===== src/rtl/wb_arbiter_pkg.sv =====
// ---------------------------------------------------------------------------
// Module      : wb_arbiter_pkg
// Description : Shared widths, state encoding and request bundle for the
//               two-master Wishbone arbiter.
// Revision    : 1.0 - initial release
// ---------------------------------------------------------------------------
`default_nettype none

package wb_arbiter_pkg;

  localparam int WB_ADR_W = 32;
  localparam int WB_DAT_W = 128;
  localparam int WB_SEL_W = 16;

  // Encoding doubles as the one-hot grant vector (bit N = master N).
  typedef enum logic [1:0] {
    IDLE   = 2'b00,
    GNT_M0 = 2'b01,
    GNT_M1 = 2'b10
  } arb_state_t;

  typedef struct packed {
    logic [WB_ADR_W-1:0] adr;
    logic [WB_SEL_W-1:0] sel;
    logic                we;
    logic [WB_DAT_W-1:0] dat;
    logic                cyc;
    logic                stb;
  } wb_req_t;

endpackage

`default_nettype wire


===== src/rtl/wb_arb_timeout.sv =====
// ---------------------------------------------------------------------------
// Module      : wb_arb_timeout
// Description : Slave-response watchdog; fires for one cycle when a strobe
//               has gone unanswered for TIMEOUT_CYCLES cycles.
// Revision    : 1.0 - initial release
// ---------------------------------------------------------------------------
`default_nettype none

module wb_arb_timeout
  import wb_arbiter_pkg::*;
#(
  parameter int TIMEOUT_CYCLES = 64
) (
  input  logic i_clk,
  input  logic i_rst,
  input  logic i_active,
  input  logic i_resp,
  input  logic i_clear,
  output logic o_timeout
);

  localparam logic [7:0] c_limit = 8'(TIMEOUT_CYCLES - 1);

  logic [7:0] r_count;

  assign o_timeout = i_active && !i_resp && (r_count == c_limit);

  always_ff @(posedge i_clk) begin
    if (i_rst) begin
      r_count <= 8'd0;
    end else if (i_clear || !i_active || i_resp || o_timeout) begin
      r_count <= 8'd0;
    end else begin
      r_count <= r_count + 8'd1;
    end
  end

endmodule

`default_nettype wire


===== src/rtl/wb_arbiter.sv =====
// ---------------------------------------------------------------------------
// Module      : wb_arbiter
// Description : Two-master round-robin Wishbone arbiter with non-splitting
//               grants. Optional watchdog enabled by WB_ARBITER_TIMEOUT_EN.
// Revision    : 1.0 - initial release
// ---------------------------------------------------------------------------
`default_nettype none

module wb_arbiter
  import wb_arbiter_pkg::*;
#(
  parameter int TIMEOUT_CYCLES = 64
) (
  input  logic                i_clk,
  input  logic                i_rst,
  input  logic [WB_ADR_W-1:0] i_m0_adr,
  input  logic [WB_SEL_W-1:0] i_m0_sel,
  input  logic                i_m0_we,
  input  logic [WB_DAT_W-1:0] i_m0_dat,
  input  logic                i_m0_cyc,
  input  logic                i_m0_stb,
  input  logic [WB_ADR_W-1:0] i_m1_adr,
  input  logic [WB_SEL_W-1:0] i_m1_sel,
  input  logic                i_m1_we,
  input  logic [WB_DAT_W-1:0] i_m1_dat,
  input  logic                i_m1_cyc,
  input  logic                i_m1_stb,
  output logic [WB_DAT_W-1:0] o_m0_dat,
  output logic                o_m0_ack,
  output logic                o_m0_err,
  output logic [WB_DAT_W-1:0] o_m1_dat,
  output logic                o_m1_ack,
  output logic                o_m1_err,
  output logic [WB_ADR_W-1:0] o_wb_adr,
  output logic [WB_SEL_W-1:0] o_wb_sel,
  output logic                o_wb_we,
  output logic [WB_DAT_W-1:0] o_wb_dat,
  output logic                o_wb_cyc,
  output logic                o_wb_stb,
  input  logic [WB_DAT_W-1:0] i_wb_dat,
  input  logic                i_wb_ack,
  input  logic                i_wb_err,
  output logic [1:0]          o_grant
);

  arb_state_t r_state;
  arb_state_t w_next_state;
  logic       r_last_m1;
  logic       w_timeout;
  wb_req_t    w_m0_req;
  wb_req_t    w_m1_req;
  wb_req_t    w_req;

  assign w_m0_req = '{adr: i_m0_adr, sel: i_m0_sel, we: i_m0_we,
                      dat: i_m0_dat, cyc: i_m0_cyc, stb: i_m0_stb};
  assign w_m1_req = '{adr: i_m1_adr, sel: i_m1_sel, we: i_m1_we,
                      dat: i_m1_dat, cyc: i_m1_cyc, stb: i_m1_stb};

  always_ff @(posedge i_clk) begin
    if (i_rst) begin
      r_state   <= IDLE;
      r_last_m1 <= 1'b1;
    end else begin
      r_state <= w_next_state;
      if (w_next_state != IDLE) begin
        r_last_m1 <= (w_next_state == GNT_M1);
      end
    end
  end

  always_comb begin
    w_next_state = r_state;
    case (r_state)
      IDLE: begin
        if (i_m0_cyc && i_m1_cyc) begin
          w_next_state = r_last_m1 ? GNT_M0 : GNT_M1;
        end else if (i_m0_cyc) begin
          w_next_state = GNT_M0;
        end else if (i_m1_cyc) begin
          w_next_state = GNT_M1;
        end
      end
      // A grant is only released when its owner drops cyc; hand over directly.
      GNT_M0: begin
        if (!i_m0_cyc) begin
          w_next_state = i_m1_cyc ? GNT_M1 : IDLE;
        end
      end
      GNT_M1: begin
        if (!i_m1_cyc) begin
          w_next_state = i_m0_cyc ? GNT_M0 : IDLE;
        end
      end
      default: w_next_state = IDLE;
    endcase
  end

  always_comb begin
    w_req    = '0;
    o_m0_dat = '0;
    o_m0_ack = 1'b0;
    o_m0_err = 1'b0;
    o_m1_dat = '0;
    o_m1_ack = 1'b0;
    o_m1_err = 1'b0;
    case (r_state)
      GNT_M0: begin
        w_req    = w_m0_req;
        o_m0_dat = i_wb_dat;
        o_m0_ack = i_wb_ack;
        o_m0_err = i_wb_err || w_timeout;
      end
      GNT_M1: begin
        w_req    = w_m1_req;
        o_m1_dat = i_wb_dat;
        o_m1_ack = i_wb_ack;
        o_m1_err = i_wb_err || w_timeout;
      end
      default: ;
    endcase
  end

  // A timed-out strobe is withdrawn from the slave for the error cycle.
  assign o_wb_adr = w_req.adr;
  assign o_wb_sel = w_req.sel;
  assign o_wb_we  = w_req.we;
  assign o_wb_dat = w_req.dat;
  assign o_wb_cyc = w_req.cyc && !w_timeout;
  assign o_wb_stb = w_req.stb && !w_timeout;
  assign o_grant  = r_state;

`ifdef WB_ARBITER_TIMEOUT_EN
  wb_arb_timeout #(
    .TIMEOUT_CYCLES(TIMEOUT_CYCLES)
  ) u_timeout (
    .i_clk     (i_clk),
    .i_rst     (i_rst),
    .i_active  ((r_state != IDLE) && w_req.stb),
    .i_resp    (i_wb_ack || i_wb_err),
    .i_clear   (w_next_state != r_state),
    .o_timeout (w_timeout)
  );
`else
  localparam int c_timeout_unused = TIMEOUT_CYCLES;
  assign w_timeout = 1'b0;
`endif

endmodule

`default_nettype wire


===== config.mk =====
export PLATFORM = sky130hd
export DESIGN_NAME = wb_arbiter
export DESIGN_NICKNAME = d
export VERILOG_FILES = /design/src/rtl/wb_arbiter_pkg.sv /design/src/rtl/wb_arb_timeout.sv /design/src/rtl/wb_arbiter.sv
export SDC_FILE = /design/constraint.sdc
export NUM_CORES = 1
export LEC_CHECK = 0
export BUFFER_PORTS_ARGS = -buffer_cell sky130_fd_sc_hd__buf_2
export CAP_MARGIN = 0
export CORE_AREA = 2 2 358 360
export CTS_BUF_LIST = sky130_fd_sc_hd__clkbuf_2 sky130_fd_sc_hd__clkbuf_4 sky130_fd_sc_hd__clkbuf_8
export CTS_CLUSTER_SIZE = 25
export DETAILED_ROUTE_END_ITERATION = 16
export DIE_AREA = 0 0 360 362
export GPL_TIMING_DRIVEN = 1
export HOLD_SLACK_MARGIN = 0.12
export SYNTH_ARGS = -nofsm -noshare
export SYNTH_HDL_FRONTEND = slang
export SYNTH_HIERARCHICAL = 1
export SYNTH_SLANG_ARGS = --single-unit

===== constraint.sdc =====
create_clock -name i_clk -period 3.8 [get_ports i_clk]
set_input_delay 0.19 -clock i_clk [delete_from_list [all_inputs] [get_ports i_clk]]
set_output_delay 0.19 -clock i_clk [all_outputs]
set_load 0.05 [all_outputs]

==> results of run 1 <==
-- per-layer routing --
| metal | part of all wire | track usage | vias up |
|---|---|---|---|
| li1 | - | - | 4257 |
| met5 | 0.010 | 0 | - |
| met3 | 0.19 | 0.123 | 316 |
| met1 | 0.37 | 0.147 | 4542 |
| met2 | 0.40 | 0.195 | 863 |
| met4 | 0.025 | 0.0175 | 146 |
-- cell type report --
type | instances | area (sq um)
Fill cell | 15000 | 115000
Timing Repair Buffer | 944 | 4870
Multi-Input combinational cell | 637 | 4280
Tap cell | 1662 | 2080
Antenna cell | 44 | 110
Sequential cell | 3 | 60.1
Clock buffer | 4 | 48.8
Inverter | 3 | 11.3
-- synthesized netlist by cell type (2+ instances only) --
master    number
a22oi_1      179
and2_1       260
buf_2         45
clkbuf_1      43
dfxtp_1        3
ha_1           4
inv_1          3
nand2_1        2
nor2_1         3
nor2b_1      180
-- state kept, by name (all words and copies together), names as in the netlist --
signal	cells
r_last_m1	1
o_grant	2
-- worst max-delay path by stage --
stage / from / to / slack, ns / cells after the start
5_1_grt: o_grant[0] / o_wb_dat[107] / 0.65 / 6
3_3_place_gp: o_grant[0] / o_wb_dat[107] / 0.99 / 6
2_1_floorplan: o_grant[0] / o_wb_adr[0] / 1.23 / 6
3_5_place_dp: o_grant[0] / o_wb_dat[107] / 0.95 / 6
4_1_cts: o_grant[0] / o_wb_dat[107] / 0.68 / 6
6_report: o_grant[0] / o_wb_dat[108] / 0.66 / 6
-- stage by stage --
stage | util | setup WS [ns] | std cells
floorplan | - | 1.23 | 731
global placement | 0.0892 | 0.993 | 3249
detailed placement | 0.0892 | 0.947 | 3249
CTS | 0.0896 | 0.685 | 3253
global route | 0.0899 | 0.650 | 3266
finish | 0.0905 | 0.661 | 3297
-- kinds of logic (layout without fill, tap and decap cells) --
family / count (synthesis) / count (layout) / share of synthesized area
flops: 3 / 3 / 0.0128
simple gates: 446 / 446 / 0.591
compound gates: 187 / 187 / 0.301
fa+ha+maj: 4 / 4 / 0.0106
buf+inv: 91 / 951 / 0.0846
other cells: 0 / 44 / 0
-- power by group through the flow --
stage | clock (W) | combinational, W | sequential, W
finish | 0.000100 | 0.00466 | 0.0000486
CTS | 0.000103 | 0.00472 | 0.0000486
global placement | 0 | 0.00466 | 0.0000480
floorplan | 0 | 0.00305 | 0.0000609
global route | 0.000105 | 0.00489 | 0.0000494
detailed placement | 0 | 0.00470 | 0.0000490
-- critical path, cell delays in order (launching register included) --
cell and delay (ns):
dfxtp_1 0.43, inv_1 0.17, ha_4 0.40, buf_12 0.28, a22oi_1 1.03, nor2b_1 0.11
buf_2 0.27
==> key figures, run 1 <==
Global route
  • Vias in the first global route: around 8600
  • Largest net degree at the start of global routing: 88
  • Gr usage total: 0.135
  • Initial antenna violation count: about 140
  • First-pass GRT wire length: 110000 um
  • Total grt overflow: 0

Yosys
  • Synth unique cells: 19
  • Share of the synthesized area in the top cell type: 0.346
  • Async set or reset register ratio after synthesis: 0
  • Top_reg_cell synth: dfxtp_1
  • Synth area leaders: and2_1 35%, a22oi_1 29%, nor2b_1 24%, buf_2 4.8%, clkbuf_1 3.4%
  • Seq/Total Area, Yosys: 0.0128
  • Mapped Area: 0.00470 sq mm
  • Gate count of the mapped netlist: roughly 730
  • Number of synthesized flops with an enable pin: 0
  • Largest area contributor in the netlist: and2_1
  • Seq cells post-synth: 3
  • Mean Syn Cell Area: roughly 6.4 sq um
  • Warnings, synthesis: 6
  • Syn nets: roughly 1200

Clock network
  • H-tree Lvls: 1
  • Reg clk slew, reported paths: about 0.030 ns
  • CTS tree: built
  • Num CTS Buffers: 3
  • Post_cts resized: 0
  • # hold bufs at CTS: 0
  • Setup bufs post-CTS: 0
  • Clk sink count: 3
  • Worst skew pair latency: 0.21 ns
  • Clock root buffer: clkbuf_8
  • Clock tree buffer depth: 2

Final layout
  • Area Overhead vs Synth: 144%
  • Most common cell after layout, fill and taps aside: buf_2
  • Design Area, Final: 0.0115 sq mm
  • Share of cells above drive strength 1: 0.599
  • Nets: ~2100
  • Most frequent cells in the layout: 930 x buf_2, 260 x and2_1, 180 x nor2b_1

STA
  • Maximum clock frequency: 319 MHz
  • Setup TNS Final: 0 ns
  • Final Hold Fails: 0
  • Worst Hold Margin: roughly 0.18 ns
  • Worst Skew: around 0.00063 ns
  • Tmin final: approximately 3.1 ns
  • Slew Limit Fails: 0
  • RSZ-0062 raised after global routing: false
  • Slew HR: 0.123
  • Crit share post-route: 0.826
  • Setup violators final: 0
  • Worst-Margin Slew: roughly 1.3 ns

Setup path
  • R2R cell count: 7
  • R2r endpoint: r_last_m1
  • WP data required: about 3.6 ns
  • Arrival time worst endpoint: between 2 and 3 ns
  • Crit path max fanout: 39
  • Startpoint Class: register
  • WS Path Type: reg2out
  • R2R Setup Slk: 1.61 ns
  • Reg2reg start: o_grant[1]
  • CP Capture Type: primary output

Floorplanning
  • Die width: about 360 um
  • Die ar.: ~0.13 sq mm
  • Initial Utilization: 0.0371
  • Chip height: between 300 and 400 um
  • Core ar.: about 0.13 sq mm
  • FP Rows: 131
  • Num ports: between 900 and 1000

Place
  • Dpl hpwl: 87700 um
  • # port buffers: 930
  • Routability Congestion: between 0.9 and 1
  • DP Area: between 0.01 and 0.015 sq mm

Pwr
  • Switching part of the total: 0.728
  • Tot Pwr: 0.00481 W
  • Comb pwr share: 0.969
  • Sw power: between 0.003 and 0.004 W
  • Seq pwr share: 0.010
  • Pint: between 0.001 and 0.0015 W
  • Maximum VDD drop: between 150 and 200 uV
  • P per Cell Area: 420 mW/mm^2
  • Clock Power Share: 0.021
  • Leak Pwr: around 5.8 nW

Detailed routing
  • # DRC: 0
  • DR vias: slightly above 10000
  • DRT Wirelength: between 90000 and 100000 um
  • Iteration-0 DRC Markers: 641
  • Wirelength per Cell: 28.3 um
  • Final ANT Viol Nets: 0
  • Drt via density: slightly above 3
  • Initial DRT Pass Iterations: 5

Worst hold path
  • Min-delay src: i_rst
  • Hold Crit Endpoint: o_grant[1]
  • Hold Path Stages: 2
  • Worst hold path class: in2reg

Run status
  • Status: completed

Job
  • Max_cap viols: 0
Note: power is estimated with default switching activity, not from simulation.
==> run 2: changes to the inputs <==
- CORE_AREA: 2 2 358 360 -> 2 2 364 366
- DIE_AREA: 0 0 360 362 -> 0 0 366 368
- clock period: 3.8 -> 2.7 ns (I/O delays scaled with it)
==> run 2 against run 1 <==
Sequential share of layout area about the same. Via count up 4.0%. Sequential power up 42%. Combinational power up 46%. Clock power up 41%. Clock-buffer cell count unchanged. Critical path depth unchanged. Total power up 46%. Largest cell class unchanged.
==> key figures, run 2 (synthesized netlist as in run 1, its figures left out) <==
Floorplanning
  • Core ar.: 0.131 sq mm (was 0.127 sq mm)
  • Die width: 366 um (was 360 um)
  • Num ports: 931 (unchanged)
  • Chip height: 368 um (was 362 um)
  • Die ar.: 0.135 sq mm (was 0.130 sq mm)
  • FP Rows: 133 (was 131)
  • Initial Utilization: 0.0360 (was 0.0371)

Final layout
  • Nets: 2090 (was 2086)
  • Most frequent cells in the layout: 892 x buf_2, 260 x and2_1, 180 x nor2b_1 (was 930 x buf_2, 260 x and2_1, 180 x nor2b_1)
  • Final core utilization: 0.0935 (was 0.0905)
  • Share of cells above drive strength 1: 0.600 (was 0.599)
  • Most common cell after layout, fill and taps aside: buf_2 (unchanged)
  • Area Overhead vs Synth: 160% (was 144%)
  • Max reg flops: 2 (unchanged)

Detailed routing
  • Wirelength per Cell: 29.1 um (was 28.3 um)
  • # DRC: 0 (unchanged)
  • DRT Wirelength: 98900 um (was 93300 um)
  • Initial DRT Pass Iterations: 5 (unchanged)
  • DR vias: 10500 (was 10100)
  • Iteration-0 DRC Markers: 903 (was 641)
  • Drt via density: 3.10 (was 3.07)
  • Final ANT Viol Nets: 0 (unchanged)

Clock network
  • Worst skew pair latency: 0.22 ns (was 0.21 ns)
  • Clock tree buffer depth: 2 (unchanged)
  • Post_cts resized: 0 (unchanged)
  • H-tree Lvls: 1 (unchanged)
  • Setup bufs post-CTS: 0 (unchanged)
  • Clk sink count: 3 (unchanged)
  • Clock root buffer: clkbuf_8 (unchanged)
  • Reg clk slew, reported paths: 0.03 ns (about the same)
  • Num CTS Buffers: 3 (unchanged)
  • CTS tree: built (unchanged)
  • # hold bufs at CTS: 0 (unchanged)

Worst hold path
  • Worst hold path class: in2reg (unchanged)
  • Min-delay src: i_rst (unchanged)

STA
  • Crit share post-route: 0.938
  • Slew HR: 0.530 (was 0.123)
  • Maximum clock frequency: around 390 MHz
  • Worst-Margin Slew: 0.705 ns (was 1.32 ns)
  • Slew Limit Fails: 0 (unchanged)
  • Tmin final: approximately 2.5 ns
  • RSZ-0062 raised after global routing: false (unchanged)
  • Worst Skew: 0.00361 ns (was 0.000625 ns)
  • Final Hold Fails: 0 (unchanged)
  • Fin worst setup slack: 0.167 ns (was 0.661 ns)
  • Setup TNS Final: 0 ns (unchanged)
  • Setup violators final: 0 (unchanged)

Global route
  • First-pass GRT wire length: 117000 um (was 110000 um)
  • Initial antenna violation count: 184 (was 143)
  • Gr usage total: 0.138 (was 0.135)
  • Largest net degree at the start of global routing: 84 (was 88)
  • Vias in the first global route: 8865 (was 8622)
  • Total grt overflow: 0 (unchanged)

Setup path
  • CP Capture Type: primary output (unchanged)
  • WS Path Type: reg2out (unchanged)
  • Startpoint Class: register (unchanged)
  • Crit path max fanout: 29 (was 39)
  • WP data required: 2.57 ns (was 3.61 ns)
  • Reg2reg start: o_grant[0] (was o_grant[1])
  • CP Launch Point: o_grant[0] (unchanged)
  • Arrival time worst endpoint: 2.40 ns (was 2.95 ns)

Place
  • # port buffers: 930 (unchanged)
  • Dpl hpwl: 93300 um (was 87700 um)
  • Place WS: 0.393 ns (was 0.947 ns)
  • Routability Congestion: 1.01 (was 0.974)

Pwr
  • Tot Pwr: 0.00701 W (was 0.00481 W)
  • Sw power: 0.00492 W (was 0.00350 W)
  • Maximum VDD drop: 252 uV (was 179 uV)
  • Seq pwr share: 0.010 (about the same)
  • Leak Pwr: 5.90 nW (was 5.76 nW)
  • P per Cell Area: 573 mW/mm^2 (was 420 mW/mm^2)
  • Switching part of the total: 0.702 (was 0.728)
  • Comb pwr share: 0.970 (was 0.969)
  • Clock Power Share: 0.020 (was 0.021)
  • Pint: 0.00209 W (was 0.00131 W)

Job
  • Max_cap viols: 0 (unchanged)

Run status
  • Status: completed (unchanged)
## run 2: critical path: stages (launching register included)
cell and delay, ns:
dfxtp_1 0.45, inv_1 0.17, ha_4 0.31, buf_12 0.21
a22oi_1 0.59, nor2b_1 0.14, buf_2 0.26
## run 2: metal layers
layer,up-vias,global-route usage,part of all wire
met3,370,0.118,0.19
met2,900,0.209,0.42
met4,180,0.0133,0.022
met5,-,0.00463,0.013
li1,4277,-,-
met1,4802,0.151,0.36
## run 2: metrics by stage
step	cells	instance area [sq um]	hold slack (ns)
after floorplan	731	4700	0.207
after global placement	3346	12100	0.340
after detailed placement	3346	12100	0.348
after CTS	3350	12100	0.124
after global routing	3364	12100	0.129
final	3396	12200	0.126
## run 2: final cells by class
cell class,instances,area [sq um]
Timing Repair Buffer,948,5510
Fill cell,15500,119000
Sequential cell,3,60.1
Antenna cell,46,115
Inverter,3,11.3
Multi-Input combinational cell,637,4280
Tap cell,1755,2200
Clock buffer,4,48.8
## run 2: worst paths after layout
check,end,depth (start not counted),slack [ns]
max,o_wb_dat[115],6,0.17
min,o_grant[1],2,0.13
max reg2reg,r_last_m1,7,0.77
min reg2reg,r_last_m1,2,0.52
## run 2: power by group through the flow
stage,Sequential [W],Clock (W),Combinational (W)
2_1_floorplan,0.0000857,0,0.00429
3_3_place_gp,0.0000674,0,0.00679
3_5_place_dp,0.0000698,0,0.00684
4_1_cts,0.0000692,0.000143,0.00685
5_1_grt,0.0000710,0.000145,0.00710
6_report,0.0000691,0.000141,0.00680
==> run 3: changes to the inputs <==
- SETUP_SLACK_MARGIN: unset -> 0.5
==> run 3 against run 2 <==
Maximum frequency increased by 17%. Cell area increased by 13%. Final cell count increased by 0.44%. Worst setup slack improved by 0.37 ns. Register-to-register slack improved by 0.10 ns. Largest power group unchanged.
==> key figures, run 3 (synthesized netlist as in run 1, its figures left out) <==
STA
  • Worst-Margin Slew: 0.499 ns (was 0.705 ns)
  • Setup violators final: 0 (unchanged)
  • Worst Hold Margin: 0.131 ns (was 0.126 ns)
  • RSZ-0062 raised after global routing: true (was false)
  • Slew HR: 0.667 (was 0.530)
  • Slew Limit Fails: 0 (unchanged)
  • Setup TNS Final: 0 ns (unchanged)
  • Final Hold Fails: 0 (unchanged)
  • Tmin final: 2.16 ns (was 2.53 ns)
  • Maximum clock frequency: 463 MHz (was 395 MHz)
  • Crit share post-route: 0.800 (was 0.938)
  • Worst Skew: 0.000109 ns (was 0.00361 ns)

Floorplanning
  • Initial Utilization: 0.0360 (unchanged)
  • Die width: 366 um (unchanged)
  • Die ar.: 0.135 sq mm (unchanged)
  • Chip height: 368 um (unchanged)
  • FP Rows: 133 (unchanged)
  • Core ar.: 0.131 sq mm (unchanged)
  • Num ports: 931 (unchanged)

Final layout
  • Nets: 2112 (was 2090)
  • Most common cell after layout, fill and taps aside: buf_2 (unchanged)
  • Max reg flops: 2 (unchanged)
  • Most frequent cells in the layout: 821 x buf_2, 260 x and2_1, 174 x a22oi_1 (was 892 x buf_2, 260 x and2_1, 180 x nor2b_1)
  • Area Overhead vs Synth: 193% (was 160%)
  • Share of cells above drive strength 1: 0.722 (was 0.600)

Place
  • # port buffers: 930 (unchanged)
  • Dpl hpwl: 88900 um (was 93300 um)
  • Routability Congestion: 0.931 (was 1.01)

Detailed routing
  • Iteration-0 DRC Markers: 705 (was 903)
  • WL met3: 12400 um (was 18500 um)
  • DRT met1 WL: 41900 um (was 35400 um)
  • Wirelength per Cell: 28.1 um (was 29.1 um)
  • Final ANT Viol Nets: 0 (unchanged)
  • Met2 WL: 39000 um (was 41500 um)
  • # DRC: 0 (unchanged)
  • DR vias: 10000 (was 10500)
  • Initial DRT Pass Iterations: 5 (unchanged)
  • Drt via density: 2.93 (was 3.10)
  • DRT Wirelength: 95800 um (was 98900 um)
  • Top Layer Used: met5 (unchanged)

Setup path
  • Startpoint Class: register (unchanged)
  • Worst path buffer plus inverter count: 4 (was 3)
  • Arrival time worst endpoint: 2.03 ns (was 2.40 ns)
  • Max stage delay on crit path: 0.43 ns (was 0.59 ns)
  • WP data required: 2.57 ns (about the same)
  • CP Capture Type: primary output (unchanged)
  • Crit-path cells: inv_2, ha_4, buf_4, buf_16, a22oi_1, nor2b_4, buf_2 (was inv_1, ha_4, buf_12, a22oi_1, nor2b_1, buf_2)
  • WS Path Type: reg2out (unchanged)
  • Crit path max fanout: 27 (was 29)
  • Slowest-stage cell, CP: a22oi_1 (unchanged)
  • R2R Setup Slk: 0.87 ns (was 0.77 ns)
  • Family with the most delay on the worst path: buffers and inverters (unchanged)

Clock network
  • Clock tree buffer depth: 2 (unchanged)
  • CTS tree: built (unchanged)
  • Clk sink count: 3 (unchanged)
  • # hold bufs at CTS: 0 (unchanged)
  • Clock root buffer: clkbuf_8 (unchanged)
  • H-tree Lvls: 1 (unchanged)
  • Worst skew pair latency: 0.21 ns (was 0.22 ns)
  • Num CTS Buffers: 3 (unchanged)
  • Reg clk slew, reported paths: 0.03 ns (about the same)

Pwr
  • P per Cell Area: 586 mW/mm^2 (was 573 mW/mm^2)
  • Leak Pwr: 6.33 nW (was 5.90 nW)
  • Maximum VDD drop: 247 uV (was 252 uV)

Run status
  • Status: completed (unchanged)

Global route
  • Vias in the first global route: 8767 (was 8865)
  • First-pass GRT wire length: 114000 um (was 117000 um)
  • Gr usage total: 0.133 (was 0.138)
  • Total grt overflow: 0 (unchanged)
  • Largest net degree at the start of global routing: 90 (was 84)
  • Initial antenna violation count: 103 (was 184)

Job
  • Max_cap viols: 0 (unchanged)

Worst hold path
  • Worst hold path class: in2reg (unchanged)
run 3: cell types whose count changed in the layout (fill, tap and decap cells not counted), moves of 5 or more:
cell,change
buf_12,+22
buf_2,-71
a22oi_2,+5
nor2b_2,+111
a22oi_1,-5
diode_2,-7
clkbuf_4,+28
buf_4,+36
buf_16,+5
nor2b_4,+68
nor2b_1,-179
run 3: final timing paths:
kind / start / end / cells past startpoint
hold reg to reg: r_last_m1 / r_last_m1 / 2
setup / recovery: o_grant[1] / o_wb_dat[79] / 7
setup reg to reg: o_grant[1] / r_last_m1 / 8
hold / removal: i_rst / o_grant[1] / 2
run 3: worst reg2reg max path, stage by stage (launching register included):
cell and delay, ns:
dfxtp_2 0.37, inv_2 0.09, ha_4 0.18, buf_4 0.19, clkbuf_16 0.23, a22oi_4 0.22, o22ai_1 0.10, a22oi_1 0.23
a21oi_2 0.09
run 3: final cells by class:
cell class | count | area (sq um)
inverter | 3 | 11.3
tap | 1755 | 2200
sequential | 3 | 62.6
clock buffer | 4 | 48.8
timing repair buffer | 970 | 6250
multi-input combinational | 637 | 5100
fill | 15400 | 117000
antenna | 39 | 97.6
run 3: metrics by stage:
step                      total power, W   util  setup slack, ns  std cells  area (sq um)
after global routing             0.00840  0.105            0.476       3380         13700
after detailed placement         0.00784  0.102            0.368       3361         13300
after CTS                        0.00812  0.104            0.457       3371         13600
after floorplan                  0.00492      -            0.368        731          5490
after global placement           0.00781  0.102            0.415       3361         13300
final                            0.00806  0.105            0.540       3411         13800
run 3: repair_timing:
item	CTS	global route
setup buffers	5	0
setup endpoints to repair	270	209
resized for setup	28	32
pin swaps	1	0
cloned	1	1
run 3: report_power, final:
| part | internal (W) | switching, W | total (W) |
|---|---|---|---|
| Clock | 0.000111 | 0.0000300 | 0.000141 |
| Combinational | 0.00257 | 0.00528 | 0.00785 |
| Sequential | 0.0000575 | 0.0000139 | 0.0000713 |
run 3: metal layers:
| layer | vias up | track usage |
|---|---|---|
| li1 | 4312 | - |
| met3 | 164 | 0.0695 |
| met2 | 755 | 0.194 |
| met4 | 74 | 0.0137 |
| met1 | 4695 | 0.178 |
| met5 | - | 0 |
